**config.mk**
```make
export PLATFORM = sky130hd
export DESIGN_NAME = adc_sample_sequencer_flat
export DESIGN_NICKNAME = d
export VERILOG_FILES = /design/src/rtl/adc_sample_sequencer_if.sv /design/src/rtl/adc_sample_sequencer.sv /design/src/flat_wrapper.sv
export SDC_FILE = /design/constraint.sdc
export NUM_CORES = 1
export LEC_CHECK = 0
export ABC_AREA = 1
export BUFFER_PORTS_ARGS = -buffer_cell sky130_fd_sc_hd__buf_4
export CORE_ASPECT_RATIO = 1.4
export CORE_MARGIN = 4
export CORE_UTILIZATION = 45
export CTS_BUF_LIST = sky130_fd_sc_hd__clkbuf_4
export DETAILED_ROUTE_END_ITERATION = 8
export SYNTH_ARGS = -nofsm -noshare
export SYNTH_HDL_FRONTEND = slang
export SYNTH_SLANG_ARGS = --single-unit
```
**constraint.sdc**
```tcl
create_clock -name clk -period 3.1 [get_ports clk]
set_input_delay 0.155 -clock clk [delete_from_list [all_inputs] [get_ports clk]]
set_output_delay 0.155 -clock clk [all_outputs]
set_load 0.02 [all_outputs]
```
**src/rtl/adc_sample_sequencer_if.sv**
```systemverilog
// adc_sample_sequencer_if: Avalon-MM register bus, ADC conversion handshake and interrupt line of the sequencer.
interface adc_sample_sequencer_if;
    logic [3:0]  address;
    logic        chipselect;
    logic        write_n;
    logic [31:0] writedata;
    logic [31:0] readdata;
    logic        adc_start;
    logic [2:0]  adc_ch;
    logic        adc_done;
    logic [15:0] adc_data;
    logic        irq;

    modport slave (
        input  address, chipselect, write_n, writedata, adc_done, adc_data,
        output readdata, adc_start, adc_ch, irq
    );

    modport master (
        output address, chipselect, write_n, writedata, adc_done, adc_data,
        input  readdata, adc_start, adc_ch, irq
    );
endinterface

```
**src/rtl/adc_sample_sequencer.sv**
```systemverilog
// adc_sample_sequencer: Avalon-MM controlled ADC channel-mask scanner with per-channel result registers.
// Optional ADC_SEQ_AVERAGE_EN: four back-to-back conversions per channel, result is the 18-bit sum / 4.
module adc_sample_sequencer #(
    parameter int NUM_CH  = 8,
    parameter int DATA_W  = 16,
    parameter int TIMEOUT = 1023
) (
    input logic                   clk,
    input logic                   reset_n,
    adc_sample_sequencer_if.slave bus
);
    localparam logic [2:0] IDLE  = 3'd0;
    localparam logic [2:0] NEXT  = 3'd1;
    localparam logic [2:0] START = 3'd2;
    localparam logic [2:0] WAIT  = 3'd3;
    localparam logic [2:0] STORE = 3'd4;
    localparam logic [2:0] GAP   = 3'd5;

    logic [2:0]        state_q, state_d;
    logic [3:0]        idx_q, idx_d;
    logic [15:0]       cnt_q, cnt_d;
    logic [7:0]        lmask_q, lmask_d;
    logic [7:0]        mask_q, mask_d;
    logic              run_q, run_d;
    logic [15:0]       period_q, period_d;
    logic [2:0]        status_q, status_d;
    logic [2:0]        irq_mask_q, irq_mask_d;
    logic [DATA_W-1:0] result_q [NUM_CH];
    logic [DATA_W-1:0] result_d [NUM_CH];
    logic [NUM_CH-1:0] new_q, new_d;
    logic [31:0]       readdata_q, readdata_d;
    logic [DATA_W-1:0] store_val;

`ifdef ADC_SEQ_AVERAGE_EN
    logic [DATA_W+1:0] sum_q, sum_d;
    logic [1:0]        rep_q, rep_d;
    assign store_val = sum_q[DATA_W+1:2];
`else
    logic [DATA_W-1:0] data_q, data_d;
    assign store_val = data_q;
`endif

    logic        wr, wr_ctrl, trig, run_eff, rd_res, hit;
    logic [7:0]  mask_eff;
    logic [2:0]  st_set, st_clr;
    logic [3:0]  nxt, from_idx;
    logic [31:0] res_rd;

    // A CTRL write takes effect in the same cycle, so mask+trigger can be issued in one write.
    assign wr       = bus.chipselect && !bus.write_n;
    assign wr_ctrl  = wr && bus.address == 4'd0;
    assign trig     = wr_ctrl && bus.writedata[1];
    assign run_eff  = wr_ctrl ? bus.writedata[0] : run_q;
    assign mask_eff = wr_ctrl ? bus.writedata[15:8] : mask_q;
    assign st_clr   = (wr && bus.address == 4'd2) ? bus.writedata[2:0] : 3'b0;
    assign rd_res   = bus.chipselect && bus.write_n && bus.address[3];
    assign from_idx = idx_q + 4'd1;

    // Index -1 is 4'hF, so the upward search from it wraps to channel 0.
    always_comb begin
        hit = 1'b0;
        nxt = 4'd0;
        for (int i = NUM_CH - 1; i >= 0; i--)
            if (lmask_q[i] && 4'(i) >= from_idx) begin
                hit = 1'b1;
                nxt = 4'(i);
            end
    end

    always_comb begin
        res_rd = 32'd0;
        for (int i = 0; i < NUM_CH; i++)
            if (bus.address[2:0] == 3'(i)) res_rd = {new_q[i], 15'd0, 16'(result_q[i])};
        readdata_d = bus.address == 4'd0 ? {16'd0, mask_q, 7'd0, run_q} :
                     bus.address == 4'd1 ? {16'd0, period_q} :
                     bus.address == 4'd2 ? {28'd0, state_q != IDLE, status_q} :
                     bus.address == 4'd3 ? {29'd0, irq_mask_q} :
                     bus.address[3]      ? res_rd : 32'd0;
    end

    always_comb begin
        state_d    = state_q;
        idx_d      = idx_q;
        cnt_d      = cnt_q;
        lmask_d    = lmask_q;
        run_d      = run_eff;
        mask_d     = mask_eff;
        period_d   = (wr && bus.address == 4'd1) ? bus.writedata[15:0] : period_q;
        irq_mask_d = (wr && bus.address == 4'd3) ? bus.writedata[2:0] : irq_mask_q;
        result_d   = result_q;
        new_d      = new_q;
        st_set     = 3'b0;
`ifdef ADC_SEQ_AVERAGE_EN
        sum_d      = sum_q;
        rep_d      = rep_q;
`else
        data_d     = data_q;
`endif
        for (int i = 0; i < NUM_CH; i++)
            if (rd_res && bus.address[2:0] == 3'(i)) new_d[i] = 1'b0;
        case (state_q)
            IDLE:
                if ((run_eff || trig) && mask_eff[NUM_CH-1:0] != '0) begin
                    lmask_d = mask_eff;
                    idx_d   = 4'hF;
                    state_d = NEXT;
                end
            NEXT:
                if (hit) begin
                    idx_d   = nxt;
                    state_d = START;
`ifdef ADC_SEQ_AVERAGE_EN
                    sum_d   = '0;
                    rep_d   = 2'd0;
`endif
                end else begin
                    st_set[0] = 1'b1;
                    cnt_d     = period_q;
                    state_d   = run_q ? GAP : IDLE;
                end
            START: begin
                cnt_d   = 16'd0;
                state_d = WAIT;
            end
            WAIT:
                if (bus.adc_done) begin
`ifdef ADC_SEQ_AVERAGE_EN
                    sum_d   = sum_q + {2'b00, bus.adc_data};
                    rep_d   = rep_q + 2'd1;
                    state_d = rep_q == 2'd3 ? STORE : START;
`else
                    data_d  = bus.adc_data;
                    state_d = STORE;
`endif
                end else if (cnt_q == 16'(TIMEOUT - 1)) begin
                    st_set[2] = 1'b1;
                    state_d   = NEXT;
                end else begin
                    cnt_d = cnt_q + 16'd1;
                end
            STORE: begin
                // A read clearing the old flag in this same cycle consumed that value: no overrun.
                for (int i = 0; i < NUM_CH; i++)
                    if (idx_q == 4'(i)) begin
                        result_d[i] = store_val;
                        new_d[i]    = 1'b1;
                        st_set[1]   = new_q[i] && !(rd_res && bus.address[2:0] == 3'(i));
                    end
                state_d = NEXT;
            end
            GAP: begin
                cnt_d   = cnt_q - 16'd1;
                state_d = cnt_q == 16'd0 ? IDLE : GAP;
            end
            default: state_d = IDLE;
        endcase
        status_d = (status_q & ~st_clr) | st_set;
    end

    always_ff @(posedge clk or negedge reset_n)
        if (!reset_n) begin
            state_q    <= IDLE;
            idx_q      <= 4'd0;
            cnt_q      <= 16'd0;
            lmask_q    <= 8'd0;
            mask_q     <= 8'd0;
            run_q      <= 1'b0;
            period_q   <= 16'd0;
            status_q   <= 3'd0;
            irq_mask_q <= 3'd0;
            result_q   <= '{default: '0};
            new_q      <= '0;
            readdata_q <= 32'd0;
`ifdef ADC_SEQ_AVERAGE_EN
            sum_q      <= '0;
            rep_q      <= 2'd0;
`else
            data_q     <= '0;
`endif
        end else begin
            state_q    <= state_d;
            idx_q      <= idx_d;
            cnt_q      <= cnt_d;
            lmask_q    <= lmask_d;
            mask_q     <= mask_d;
            run_q      <= run_d;
            period_q   <= period_d;
            status_q   <= status_d;
            irq_mask_q <= irq_mask_d;
            result_q   <= result_d;
            new_q      <= new_d;
            readdata_q <= readdata_d;
`ifdef ADC_SEQ_AVERAGE_EN
            sum_q      <= sum_d;
            rep_q      <= rep_d;
`else
            data_q     <= data_d;
`endif
        end

    assign bus.readdata  = readdata_q;
    assign bus.adc_start = state_q == START;
    assign bus.adc_ch    = idx_q[2:0];
    assign bus.irq       = |(status_q & irq_mask_q);
endmodule

```
**src/flat_wrapper.sv**
```systemverilog
// flat-port wrapper written by rule: the top's interface ports become plain ports
module adc_sample_sequencer_flat 
#(
    parameter int NUM_CH  = 8,
    parameter int DATA_W  = 16,
    parameter int TIMEOUT = 1023
)
  (clk, reset_n, bus_address, bus_chipselect, bus_write_n, bus_writedata, bus_adc_done, bus_adc_data, bus_readdata, bus_adc_start, bus_adc_ch, bus_irq);
  adc_sample_sequencer_if bus_i ();
  input logic clk;
  input logic reset_n;
  input wire logic [$bits(bus_i.address)-1:0] bus_address;
  input wire logic [$bits(bus_i.chipselect)-1:0] bus_chipselect;
  input wire logic [$bits(bus_i.write_n)-1:0] bus_write_n;
  input wire logic [$bits(bus_i.writedata)-1:0] bus_writedata;
  input wire logic [$bits(bus_i.adc_done)-1:0] bus_adc_done;
  input wire logic [$bits(bus_i.adc_data)-1:0] bus_adc_data;
  output wire logic [$bits(bus_i.readdata)-1:0] bus_readdata;
  output wire logic [$bits(bus_i.adc_start)-1:0] bus_adc_start;
  output wire logic [$bits(bus_i.adc_ch)-1:0] bus_adc_ch;
  output wire logic [$bits(bus_i.irq)-1:0] bus_irq;
  assign bus_i.address = bus_address;
  assign bus_i.chipselect = bus_chipselect;
  assign bus_i.write_n = bus_write_n;
  assign bus_i.writedata = bus_writedata;
  assign bus_i.adc_done = bus_adc_done;
  assign bus_i.adc_data = bus_adc_data;
  assign bus_readdata = bus_i.readdata;
  assign bus_adc_start = bus_i.adc_start;
  assign bus_adc_ch = bus_i.adc_ch;
  assign bus_irq = bus_i.irq;
  adc_sample_sequencer #(.NUM_CH(NUM_CH), .DATA_W(DATA_W), .TIMEOUT(TIMEOUT)) u_core (.clk(clk), .reset_n(reset_n), .bus(bus_i));
endmodule
```
==> results of run 1 <==
-- power breakdown --
| group | total (uW) | switching [uW] | internal (uW) |
|---|---|---|---|
| logic | 3750 | 2410 | 1340 |
| registers | 4700 | 641 | 4060 |
| clock network | 2530 | 1210 | 1320 |
| total | 11000 | 4260 | 6730 |
-- cell type report --
type | instances | area share
clock inverter | 10 | 0.005308
tap | 315 | 0.02934
inverter | 114 | 0.03185
sequential | 231 | 0.4302
timing repair buffer | 137 | 0.08828
multi-input combinational | 1062 | 0.3673
antenna | 1 | 0.0001863
clock buffer | 85 | 0.04749
-- cell usage in the layout (no fill, tap or decap), types with 2 or more instances in the layout --
cell	count
o21ai_0	190
nand2_4	2
nand3b_1	4
nand2_1	479
nor2_2	3
nand2_2	13
nor2_4	2
nor2_1	114
o21ai_2	9
o21ai_1	2
ha_1	20
dfrtp_1	231
mux2_2	3
a21oi_2	2
or2_2	9
nand4_1	19
dlygate4sd3_1	50
a22oi_1	2
a21oi_1	64
clkinv_1	6
inv_2	6
nor4_1	2
buf_4	84
inv_1	108
nand3_1	91
clkbuf_4	85
o22ai_1	4
buf_12	2
conb_1	15
clkinv_2	2
-- cells in the mapped netlist, types with 2 or more instances --
cell type	count
nand2_1	479
dfrtp_1	231
o21ai_0	190
nor2_1	114
inv_1	108
nand3_1	91
a21oi_1	64
clkbuf_1	38
ha_1	20
buf_4	19
nand4_1	19
nand2_2	13
buf_2	11
o21ai_2	9
or2_2	9
inv_2	6
buf_6	4
nand3b_1	4
o22ai_1	4
mux2_2	3
nor2_2	3
a21oi_2	2
a22oi_1	2
nand2_4	2
nor2_4	2
nor4_1	2
o21ai_1	2
-- registers in the layout, summed over array words and instances, names as in the netlist --
register and cells:
u_core.mask_q 8, u_core.cnt_q 16, u_core.result_q 128, u_core.lmask_q 8
u_core.bus.readdata 17, u_core.new_q 8, u_core.run_q 1, u_core.status_q 3
u_core.data_q 16, u_core.state_q 3, u_core.irq_mask_q 3, u_core.period_q 16
u_core.idx_q 4
-- through the flow --
stage | cells | setup WS, ns | instance area, um^2 | hold slack [ns]
floorplan | 1480 | 0.9306 | 11540 | -0.1406
global placement | 1809 | 0.4630 | 12220 | 0.2820
detailed placement | 1809 | 0.4825 | 12220 | 0.2860
CTS | 1954 | 0.4794 | 13430 | 0.02467
global route | 1955 | 0.1438 | 13440 | 0.06854
finish | 1955 | 0.4674 | 13440 | 0.08615
-- logic make-up (layout without fill, tap and decap cells) --
group                      Yosys count  count (layout)
AOI/OAI and AO/OA                  281             281
xor gates and xnor gates             1               1
adders and majority gates           21              21
buffers and inverters              187             346
DFF                                231             231
muxes                                3               3
other                                1              16
and+or+nand+nor                    741             741
-- worst reg2reg max path, cell delays in order (launching register included) --
cell	delay, ns
dfrtp_1	0.41
inv_1	0.08
nand3_1	0.10
inv_1	0.53
ha_1	0.41
a21oi_1	0.25
o21ai_0	0.17
inv_1	0.08
nand3_1	0.13
nand2_1	0.09
nand2_1	0.04
o21ai_0	0.15
nand2_1	0.07
nand2_1	0.06
-- timing repair --
item,4_1_cts,5_1_grt
endpoints found under the setup margin,0,0
hold buffers,50,0
hold endpoints to repair,169,0
-- final timing paths --
check                               startpoint                   to  slack, ns  cells after the start
max reg2reg                  u_core.state_q[1]     u_core.cnt_q[10]       0.47                     13
min reg2reg                u_core.result_q[89]  u_core.result_q[89]       0.48                      2
max in group asynchronous              reset_n     u_core.data_q[1]       2.13                      3
min                                    reset_n      u_core.cnt_q[7]       0.09                      2
min in group clk                bus_address[1]     u_core.mask_q[1]       0.10                      6
max                          u_core.state_q[1]     u_core.cnt_q[10]       0.47                     13
-- routing by layer --
metal	part of all wire	wire (um)	global-route usage	vias to the layer above
met3	0.045	1367	0.03802	67
met1	0.44	13160	0.2848	4648
met4	0.029	863	0.08700	0
met2	0.49	14850	0.3704	238
met5	0	0	0	-
li1	-	-	-	5004
==> impl_metrics.yaml, run 1 <==
status:
  status: "complete, no violations"
logic_synthesis:
  synth_edf_count: 0
  synth-seq-cells: 231
  synthSimpleGateAreaFrac: 0.2677
  synth_area_mm2: 0.01149
  synth_compound_area_frac: 0.1296
  yosysTopAreaCell: "dfrtp_1"
  synthCells: 1466
  synth_xor_area_frac: 0.0007622
  synth-main-ff-cell: "dfrtp_1"
  synth_cell_types: 42
  muxShareOfSynthArea: 0.002940
  synthAdderAreaFrac: 0.02352
  syn_area_per_cell_um2: 7.838
  netlist_top_cells_area: "dfrtp_1 50%, nand2_1 16%, o21ai_0 8.3%"
  async_flop_share: 1.000
  yosysWarningCount: 0
  yosysTopAreaCellShare: 0.5030
  synth_top_family_by_area: "simple AND/OR/NAND/NOR gates"
  seq_area_frac_synth: 0.5030
route:
  post_drt_wl_per_cell_um: 15.46
  wl_um: 30230
  ant_nets: 0
  drt_iter0_drc: 665
  vias: 9957
  first_pass_iters: 5
  route.detailed.drc: 0
  viasPerCell: 5.093
final_layout:
  fill_cells: 2439
  drive_above_1_share: 0.1397
  ff_latch_area_mm2: 0.005781
  syn_to_final_growth_pct: 16.92
  multiInputGateArea_mm2: 0.004935
  final_nets: 1684
  utilization: 0.5389
clocking:
  cts_resized: 0
  numClockSinks: 231
  postCtsSetupRepairBufs: 0
  cts.path.max_buffers: 3
  clock_latency_ns: 0.71
  cts_buffers: 60
  cts-root-buf: "clkbuf_4"
  clkTransAtPathRegs_ns: 0.07
  htreeDepth: 2
  cts_tree: "built"
setup_path:
  cp_data_required_time_ns: 3.75
  critPathSlowestCell: "inv_1"
  worst-path-buf-inv: 3
  slowest_delay_ns: 0.53
  critPathCaptureType: "register"
  path_cells: "inv_1, nand3_1, inv_1, ha_1, a21oi_1, o21ai_0, inv_1, nand3_1, nand2_1, nand2_1, o21ai_0, nand2_1, nand2_1"
  crit_path_start_kind: "register"
  worst_path_most_repeated_cell: "nand2_1"
  cp_top_family: "buffers and inverters"
  path_max_fanout: 16
  critPathKind: "reg -> reg"
  cp.arrival_ns: 3.28
timing:
  slew_viol_final: 0
  hold_violations: 0
  setup_viol: 0
  max_slew_margin: 0.3709
  finClkSkew_ns: 0.03557
  worst_pin_slew_ns: 0.9414
  tns_ns: 0
  timing.fmax_mhz: 379.8
  min_period_ns: 2.633
  rsz0062_at_grt: "false"
  period_share: 0.8492
place:
  port_buffers: 62
  gp_congestion: 0.8596
  dpl.hpwl_um: 21180
global_routing:
  grt-ovfl-total: 0
  grt.total_usage: 0.2211
  grt_antenna_before_repair: 1
  grt_pass1_wl_um: 50630
  grt_pass1_vias: 9977
  grt_start_max_net_pins: 106
power:
  p_leak_uw: 0.006900
  max-vdd-ir-drop_v: 0.0005764
  power.total_uw: 10990
  pwr_density_cell_mw_per_mm2: 817.6
floorplan:
  fp-row-count: 68
  fp.dieW_um: 143.1
  core_mm2: 0.02493
  io_pins: 94
  initial_utilization: 0.4610
  die_y_um: 197.1
  die_area_mm2: 0.02819
hold_path:
  worstHoldPathType: "in -> async"
flow_run:
  cap_violations: 0
No activity file was read; power rests on OpenSTA's default activity.
==> run 2: changes to the inputs <==
- PLACE_DENSITY: unset -> 0.65
- clock period: 3.1 -> 2.2 ns (I/O delays scaled with it)
==> run 2 against run 1 <==
  * Non-clock buffer count rose by 56
  * Combinational power is 55% higher
  * Design area increased by 4.4%
  * Global-route usage hardly changed
  * Sequential power up 41%
  * Critical endpoint is now u_core.data_q[0]
==> impl_metrics.yaml, run 2 (synthesized netlist as in run 1, its figures left out) <==
status:
  status: "complete, no violations"
setup_path:
  slowest_delay_ns: 0.56
  crit_path_start_kind: "register"
  r2r_start: "u_core.state_q[2]"
  r2r_cells: 9
  cp.arrival_ns: 2.61
  crit_path_start: "u_core.state_q[2]"
  path_cells: "buf_4, inv_1, nand3_1, inv_1, nand2_1, buf_4, nor2_1, dlygate4sd3_1, a21oi_1"
  critPathKind: "reg -> reg"
  critPathSlowestCell: "dlygate4sd3_1"
  r2r-end: "u_core.data_q[0]"
  reg2reg_setup_slack_ns: 0.14
  critPathCaptureType: "register"
  path_max_fanout: 33
  cp_data_required_time_ns: 2.75
  endpoint: "u_core.data_q[0]"
final_layout:
  syn_to_final_growth_pct: 22.04
  layout_commonest_cell: "nand2_1"
  layout_common_cells: "476 x nand2_1, 230 x dfrtp_1, 187 x o21ai_0"
  drive_above_1_share: 0.1733
  top_register: "u_core.result_q"
  final_nets: 1738
  layoutNonFillerInstCount: 2012
  fill_cells: 2365
  design_area_mm2: 0.01402
  largest_reg_flops: 128
route:
  drt_iter0_drc: 642
  post_drt_wl_per_cell_um: 15.16
  route.detailed.drc: 0
  wl_um: 30500
  ant_nets: 0
  viasPerCell: 5.062
  first_pass_iters: 5
  vias: 10190
clocking:
  cts_tree: "built"
  numClockSinks: 231
  cts.path.max_buffers: 3
  htreeDepth: 2
  clkTransAtPathRegs_ns: 0.07
  cts-root-buf: "clkbuf_4"
  clock_latency_ns: 0.71
  cts_buffers: 58
timing:
  worst_pin_slew_ns: 0.7049
  finClkSkew_ns: 0.06022
  max_slew_margin: 0.5295
  min_period_ns: 2.059
  slew_viol_final: 0
  setup_viol: 0
  tns_ns: 0
  hold_violations: 0
  period_share: 0.9360
  timing.fmax_mhz: 485.6
  hold_slack_ns: 0.2063
global_routing:
  grt_antenna_before_repair: 1
  grt-ovfl-total: 0
  grt_pass1_vias: 10150
  grt_pass1_wl_um: 50550
  grt_start_max_net_pins: 53
  grt.total_usage: 0.2210
place:
  place_area_mm2: 0.01259
  place_inst: 1855
  dpl.hpwl_um: 21980
  gp_congestion: 0.9507
  port_buffers: 62
floorplan:
  initial_utilization: 0.4610
  fp-row-count: 68
  fp.dieW_um: 143.1
  io_pins: 94
  die_area_mm2: 0.02819
  core_mm2: 0.02493
  die_y_um: 197.1
hold_path:
  worstHoldPathType: "in -> reg"
power:
  combPwrFrac: 0.364
  max-vdd-ir-drop_v: 0.0005757
  pwr_density_cell_mw_per_mm2: 1141
  switching_power_uw: 6192
  p_leak_uw: 0.007218
  p_clk_frac: 0.223
  seq_power_share: 0.414
  p_sw_frac: 0.3871
  p_int_uw: 9807
  power.total_uw: 16000
flow_run:
  cap_violations: 0
run 2: changes by cell type in the layout (fill, tap and decap cells not counted), moves of 4 or more:
cell	before	now
buf_4	84	128
dlygate4sd3_1	50	59
clkbuf_4	85	77
a21oi_1	64	58
a21oi_2	2	8
clkinv_1	6	12
nor2_1	114	109
ha_1	20	16
nor2_2	3	7
run 2: power by group through the flow:
stage | sequential [uW] | combinational (uW) | clock, uW
2_1_floorplan | 6480 | 3900 | 0
3_3_place_gp | 6600 | 5460 | 0
3_5_place_dp | 6650 | 5610 | 0
4_1_cts | 6580 | 5750 | 3690
5_1_grt | 6770 | 6650 | 3910
6_report | 6620 | 5820 | 3560
run 2: what timing repair did:
| action | 4_1_cts | 5_1_grt |
|---|---|---|
| hold endpoints to repair | 309 | 0 |
| resized for setup | 0 | 27 |
| hold buffers | 60 | 0 |
| buffers inserted | 0 | 0 |
| setup endpoints to repair | 0 | 16 |
run 2: final cells by class:
class                   count  area (um^2)  area share
multi-input cells        1062         5027      0.3585
flip-flops and latches    231         5782      0.4123
well taps                 315        394.1     0.02811
clock inverters            19        137.6    0.009814
repair buffers            193         1674      0.1194
clock buffers              77        578.1     0.04122
diodes                      1        2.502   0.0001784
inverters                 114        427.9     0.03051
run 2: worst max-delay path: cells and delay by family (launching register included):
family                 cells  cell delay, ns
AND/OR/NAND/NOR            3            0.35
flip-flops                 1            0.39
AO/OA/AOI/OAI              1            0.04
buffers and inverters      5            1.16
run 2: per-stage QoR:
step / utilization / setup WS [ns]
CTS: 0.5587 / 0.06251
detailed placement: 0.5052 / -0.01039
global placement: 0.5052 / -0.02216
finish: 0.5625 / 0.1408
floorplan: - / 0.03057
global route: 0.5625 / -0.0009481
run 2: routing by layer:
layer,global-route usage,wire (um),up-vias
met3,0.03560,1311,60
met2,0.3852,15520,258
met5,0,0,-
met1,0.2747,12750,4745
met4,0.08278,912,0
li1,-,-,5122
run 2: how the worst min path moves through the flow:
| stage | startpoint | to | cells after the start |
|---|---|---|---|
| floorplan | reset_n | u_core.bus.readdata[0] | 0 |
| global placement | reset_n | u_core.result_q[17] | 1 |
| detailed placement | reset_n | u_core.result_q[17] | 1 |
| CTS | bus_writedata[7] | u_core.period_q[7] | 3 |
| global route | bus_writedata[7] | u_core.period_q[7] | 3 |
| finish | bus_writedata[3] | u_core.period_q[3] | 4 |
